### src/rtl/dieu_khien_den.sv
// Highway / country-road traffic light controller with BCD countdowns.
// Ports:
//   clk, rst_n  - clock and asynchronous active-low reset
//   tick        - one-clk-wide pulse per second, synchronous to clk
//   car_cr      - country-road vehicle sensor (asynchronous)
//   count_h     - highway countdown, BCD {tens, units}
//   count_cr    - country-road countdown, BCD {tens, units}
//   color_h     - highway light code (1 red, 2 yellow, 3 green)
//   color_cr    - country-road light code
module dieu_khien_den #(
    parameter int unsigned T_HG = 25,
    parameter int unsigned T_CG = 15,
    parameter int unsigned T_Y  = 3
) (
    input  logic       clk,
    input  logic       rst_n,
    input  logic       tick,
    input  logic       car_cr,
    output logic [7:0] count_h,
    output logic [7:0] count_cr,
    output logic [2:0] color_h,
    output logic [2:0] color_cr
);

    localparam int unsigned CNT_W = 8;
    localparam int unsigned CLR_W = 3;

    localparam logic [CLR_W-1:0] RED    = CLR_W'(1);
    localparam logic [CLR_W-1:0] YELLOW = CLR_W'(2);
    localparam logic [CLR_W-1:0] GREEN  = CLR_W'(3);

    // Reject timings the two-digit BCD counters cannot represent.
    if (T_Y == 0 || T_HG < 2 || T_CG < 2 || (T_HG + T_Y) > 99 || (T_CG + T_Y) > 99) begin : g_bad_param
        $error("dieu_khien_den: timing parameters out of range");
    end

    function automatic logic [CNT_W-1:0] to_bcd(input int unsigned v);
        to_bcd = {4'(v / 10), 4'(v % 10)};
    endfunction

    // BCD decrement with borrow from tens into units.
    function automatic logic [CNT_W-1:0] bcd_dec(input logic [CNT_W-1:0] v);
        if (v[3:0] == 4'd0) begin
            bcd_dec = {v[7:4] - 4'd1, 4'd9};
        end else begin
            bcd_dec = {v[7:4], v[3:0] - 4'd1};
        end
    endfunction

    localparam logic [CNT_W-1:0] BCD_HG    = to_bcd(T_HG);
    localparam logic [CNT_W-1:0] BCD_HG_Y  = to_bcd(T_HG + T_Y);
    localparam logic [CNT_W-1:0] BCD_CG    = to_bcd(T_CG);
    localparam logic [CNT_W-1:0] BCD_CG_Y  = to_bcd(T_CG + T_Y);
    localparam logic [CNT_W-1:0] BCD_Y     = to_bcd(T_Y);
    localparam logic [CNT_W-1:0] BCD_ONE   = CNT_W'(1);

    typedef enum logic [1:0] {
        ST_HG = 2'd0,
        ST_HY = 2'd1,
        ST_CG = 2'd2,
        ST_CY = 2'd3
    } state_t;

    state_t           state_q,    state_d;
    logic [CNT_W-1:0] count_h_q,  count_h_d;
    logic [CNT_W-1:0] count_cr_q, count_cr_d;
    logic [CLR_W-1:0] color_h_q,  color_h_d;
    logic [CLR_W-1:0] color_cr_q, color_cr_d;
    logic             car_meta_q;
    logic             car_s_q;
    logic             run_q;
    logic             tick_ok;
    logic [CNT_W-1:0] active_cnt;

    // run_q masks a tick landing in the same cycle reset is released.
    assign tick_ok    = tick & run_q;
    assign active_cnt = (state_q == ST_HG || state_q == ST_HY) ? count_h_q : count_cr_q;

    // Next-state, counter and light computation.
    always_comb begin
        state_d    = state_q;
        count_h_d  = count_h_q;
        count_cr_d = count_cr_q;
        color_h_d  = GREEN;
        color_cr_d = RED;

        if (tick_ok) begin
            if (active_cnt > BCD_ONE) begin
                count_h_d  = bcd_dec(count_h_q);
                count_cr_d = bcd_dec(count_cr_q);
            end else begin
                case (state_q)
                    ST_HG: begin
                        // Highway keeps green at 01 until a car is waiting.
                        if (car_s_q) begin
                            state_d    = ST_HY;
                            count_h_d  = BCD_Y;
                            count_cr_d = BCD_Y;
                        end
                    end
                    ST_HY: begin
                        state_d    = ST_CG;
                        count_h_d  = BCD_CG_Y;
                        count_cr_d = BCD_CG;
                    end
                    ST_CG: begin
                        state_d    = ST_CY;
                        count_h_d  = BCD_Y;
                        count_cr_d = BCD_Y;
                    end
                    ST_CY: begin
                        state_d    = ST_HG;
                        count_h_d  = BCD_HG;
                        count_cr_d = BCD_HG_Y;
                    end
                    default: state_d = ST_HG;
                endcase
            end
        end

        case (state_d)
            ST_HG:   begin color_h_d = GREEN;  color_cr_d = RED;    end
            ST_HY:   begin color_h_d = YELLOW; color_cr_d = RED;    end
            ST_CG:   begin color_h_d = RED;    color_cr_d = GREEN;  end
            ST_CY:   begin color_h_d = RED;    color_cr_d = YELLOW; end
            default: begin color_h_d = GREEN;  color_cr_d = RED;    end
        endcase
    end

    // State, counters, lights and sensor synchronizer.
    always_ff @(posedge clk or negedge rst_n) begin
        if (!rst_n) begin
            state_q    <= ST_HG;
            count_h_q  <= BCD_HG;
            count_cr_q <= BCD_HG_Y;
            color_h_q  <= GREEN;
            color_cr_q <= RED;
            car_meta_q <= 1'b0;
            car_s_q    <= 1'b0;
            run_q      <= 1'b0;
        end else begin
            state_q    <= state_d;
            count_h_q  <= count_h_d;
            count_cr_q <= count_cr_d;
            color_h_q  <= color_h_d;
            color_cr_q <= color_cr_d;
            car_meta_q <= car_cr;
            car_s_q    <= car_meta_q;
            run_q      <= 1'b1;
        end
    end

    assign count_h  = count_h_q;
    assign count_cr = count_cr_q;
    assign color_h  = color_h_q;
    assign color_cr = color_cr_q;

endmodule

### config.mk
export PLATFORM = sky130hd
export DESIGN_NAME = dieu_khien_den
export DESIGN_NICKNAME = d
export VERILOG_FILES = /design/src/rtl/dieu_khien_den.sv
export SDC_FILE = /design/constraint.sdc
export NUM_CORES = 1
export LEC_CHECK = 0
export BUFFER_PORTS_ARGS = -buffer_cell sky130_fd_sc_hd__buf_2
export CAP_MARGIN = 15
export CORE_UTILIZATION = 45
export DETAILED_ROUTE_END_ITERATION = 12
export PLACE_DENSITY_LB_ADDON = 0.12
export SLEW_MARGIN = 40
export SYNTH_ARGS = -nofsm -noshare
export SYNTH_HDL_FRONTEND = slang
export SYNTH_SLANG_ARGS = --single-unit
### constraint.sdc
create_clock -name clk -period 4.38 [get_ports clk]
set_input_delay 0.876 -clock clk [delete_from_list [all_inputs] [get_ports clk]]
set_output_delay 0.876 -clock clk [all_outputs]
set_load 0.02 [all_outputs]
==> metrics <==
WS Path Type reg2reg; RePlAce Congestion 0.813; setup slack, reg-to-reg 2190 ps; IO Count 26; Post-route DRC 0; DIE AREA 3590 um2; maxcap violations 0; later-pin clock latency in the skew report 330 ps; Core Util, Final 53.3%; YS warnings 0; row count 20; antenna violations before repair 0; clock-pin transition on the worst setup and hold timing paths 140 ps; total congestion overflow 0; Max Freq 0.456 GHz; CTS Buf Count 3; vias per inst 5.59; DRC violation total after the first TritonRoute iteration 29; critical-path cell list inv_1, ha_1, o211ai_4, nand2_4, or4_1, o21ai_0; clk sinks 25; DP HPWL 2280 um; Lkg Pwr 0.717 nW; Routed WL per cell 14.1 um; number of synthesized register bits 25; Synth top area share 28.1%; final period utilization 50.0%; pre-CTS WS 2200 ps; Worst setup SP type register; library cells used by synthesis 43; Area Overhead vs Synth 10.3%; actual slew at the worst max-slew pin 573 ps; Async SR Flop Fraction 100%; final hold viol count 0; Power Density 654 nW/um2; top-count cell post-synth dfrtp_1; syn avg cell area 9.94 um2; nets 189; vias in the first global route 1167; DRT antenna net count 0; Die H 60.0 um; Worst path max stage delay 530 ps; R2R Path Start state_q[0]$_DFF_PN0_; largest area contributor in the synthesized netlist dfrtp_1; Reg2Reg Depth 6; Post-synth EDFFs 0; CP endpoint kind register; Final TNS setup 0 ps; TritonCTS clock tree done; setup bufs post-CTS 0; GRT Total Usage 19.4%; post-route minimum period 2190 ps; Root Driver clkbuf_4; maximum VDD drop 0.311 mV; PostCTS Resize Cnt 0; Routed Wire Length 3090 um; Design Power 1.09 mW; outcome completed; CP Launch Point state_q[0]$_DFF_PN0_; Ant. Diodes 0; Starting Density 48.3%; DRT Pass-1 Iters 4; largest net degree at the start of global routing 26; chip width 60.0 um; port bufs 23; Hold Path Cell Cnt 0; first-pass GRT wire length 5250 um; Post-Synthesis Cells 152; Vias 1224; clk buf depth 2; Core ar. 3130 um2; Worst Hold Class reg2reg; setup violators final 0; PnR worst setup slack 2190 ps; share of layout cells above drive strength 1 26.9%; required time of the critical path 4640 ps; crit path max fanout 15; Slowest-stage cell, CP or4_1; area of the mapped netlist 1510 um2; RSZ-0062 raised after global routing no; Area contributors post-synth dfrtp_1 28%, dfstp_2 14%, ha_1 7.5%; hold_sp car_meta_q$_DFF_PN0_; clock skew 5.32 ps; Pins Over Slew Limit 0; worst hold margin 372 ps; Synth Flop Type dfrtp_1; Post-CTS Hold Buffers 0; Arr. time, crit path 2460 ps; relative slew slack 61.4%; Post-synth top cells 17 x dfrtp_1, 13 x nor2_1, 12 x nand2_1; part of the Yosys area used for sequential elements 42.1%; # H-tree levels 1
## power breakdown
| group | internal (mW) | total (mW) | switching [mW] | leakage (nW) |
|---|---|---|---|---|
| Sequential | 0.339 | 0.460 | 0.120 | 0.282 |
| Clock | 0.0343 | 0.108 | 0.0738 | 0.0177 |
| Combinational | 0.200 | 0.522 | 0.322 | 0.417 |
| Total | 0.573 | 1.09 | 0.517 | 0.717 |
## layout by cell type, fill, tap and decap left out, types with 3 or more instances in the layout
cell,netlist,routed
a211o_1,3,3
a21oi_1,10,10
a22oi_1,4,4
a31oi_1,4,4
buf_2,0,23
clkbuf_4,0,3
conb_1,2,3
dfrtp_1,17,17
dfstp_2,8,8
ha_1,9,9
inv_1,11,11
nand2_1,12,12
nor2_1,13,13
nor3_1,8,8
o21ai_0,7,7
o22a_1,3,3
o2bb2ai_1,3,3
## per-stage QoR
stage	cell area, um2	std cells
6_report	1670	219
5_1_grt	1670	219
4_1_cts	1670	219
3_5_place_dp	1640	215
3_3_place_gp	1640	215
2_1_floorplan	1520	153
## worst paths after layout
check / to
max: count_cr[6]$_DFFE_PN0P_
min: car_s_q$_DFF_PN0_
max reg2reg: count_cr[6]$_DFFE_PN0P_
min reg2reg: car_s_q$_DFF_PN0_
max in group asynchronous: count_h[2]$_DFFE_PN1P_
min in group asynchronous: count_cr[4]$_DFFE_PN0P_
## registers in the layout (all words and copies together) (netlist names)
signal      count
run_q           1
car_s_q         1
color_h         2
state_q         2
count_cr        8
car_meta_q      1
count_h         8
color_cr        2
## final cells by class
| cell class | instances | area [um2] |
|---|---|---|
| Fill cell | 305 | 1460 |
| Multi-Input combinational cell | 112 | 793 |
| Sequential cell | 25 | 636 |
| Timing Repair Buffer | 23 | 115 |
| Tap cell | 44 | 55.1 |
| Inverter | 11 | 41.3 |
| Clock buffer | 3 | 22.5 |
| Clock inverter | 1 | 5.00 |
## cells by family (layout without fill, tap and decap cells)
kind of cell               after synthesis  count (layout)  synth area share [%]
AOI/OAI and AO/OA                       49              49                  23.6
adders and majority gates                9               9                  7.45
buffers and inverters                   16              38                  5.71
DFF                                     25              25                  42.1
other                                    2               3                 0.497
and+or+nand+nor                         51              51                  20.7
## metal layers
| metal | up-vias | GRT usage [%] | wire, um |
|---|---|---|---|
| li1 | 600 | - | - |
| met1 | 601 | 25.5 | 1450 |
| met2 | 19 | 32.2 | 1540 |
| met3 | 4 | 3.03 | 74 |
| met4 | 0 | 6.98 | 29 |
| met5 | - | 0 | 0 |
## critical path: cells and delay by family, from the launching register on
kind            cells  cell delay (ps)
simple gates        2              720
fa+ha+maj           1              320
compound gates      2              450
flops               1              490
buf+inv             1              140
Power figures use the tool's default switching activity.
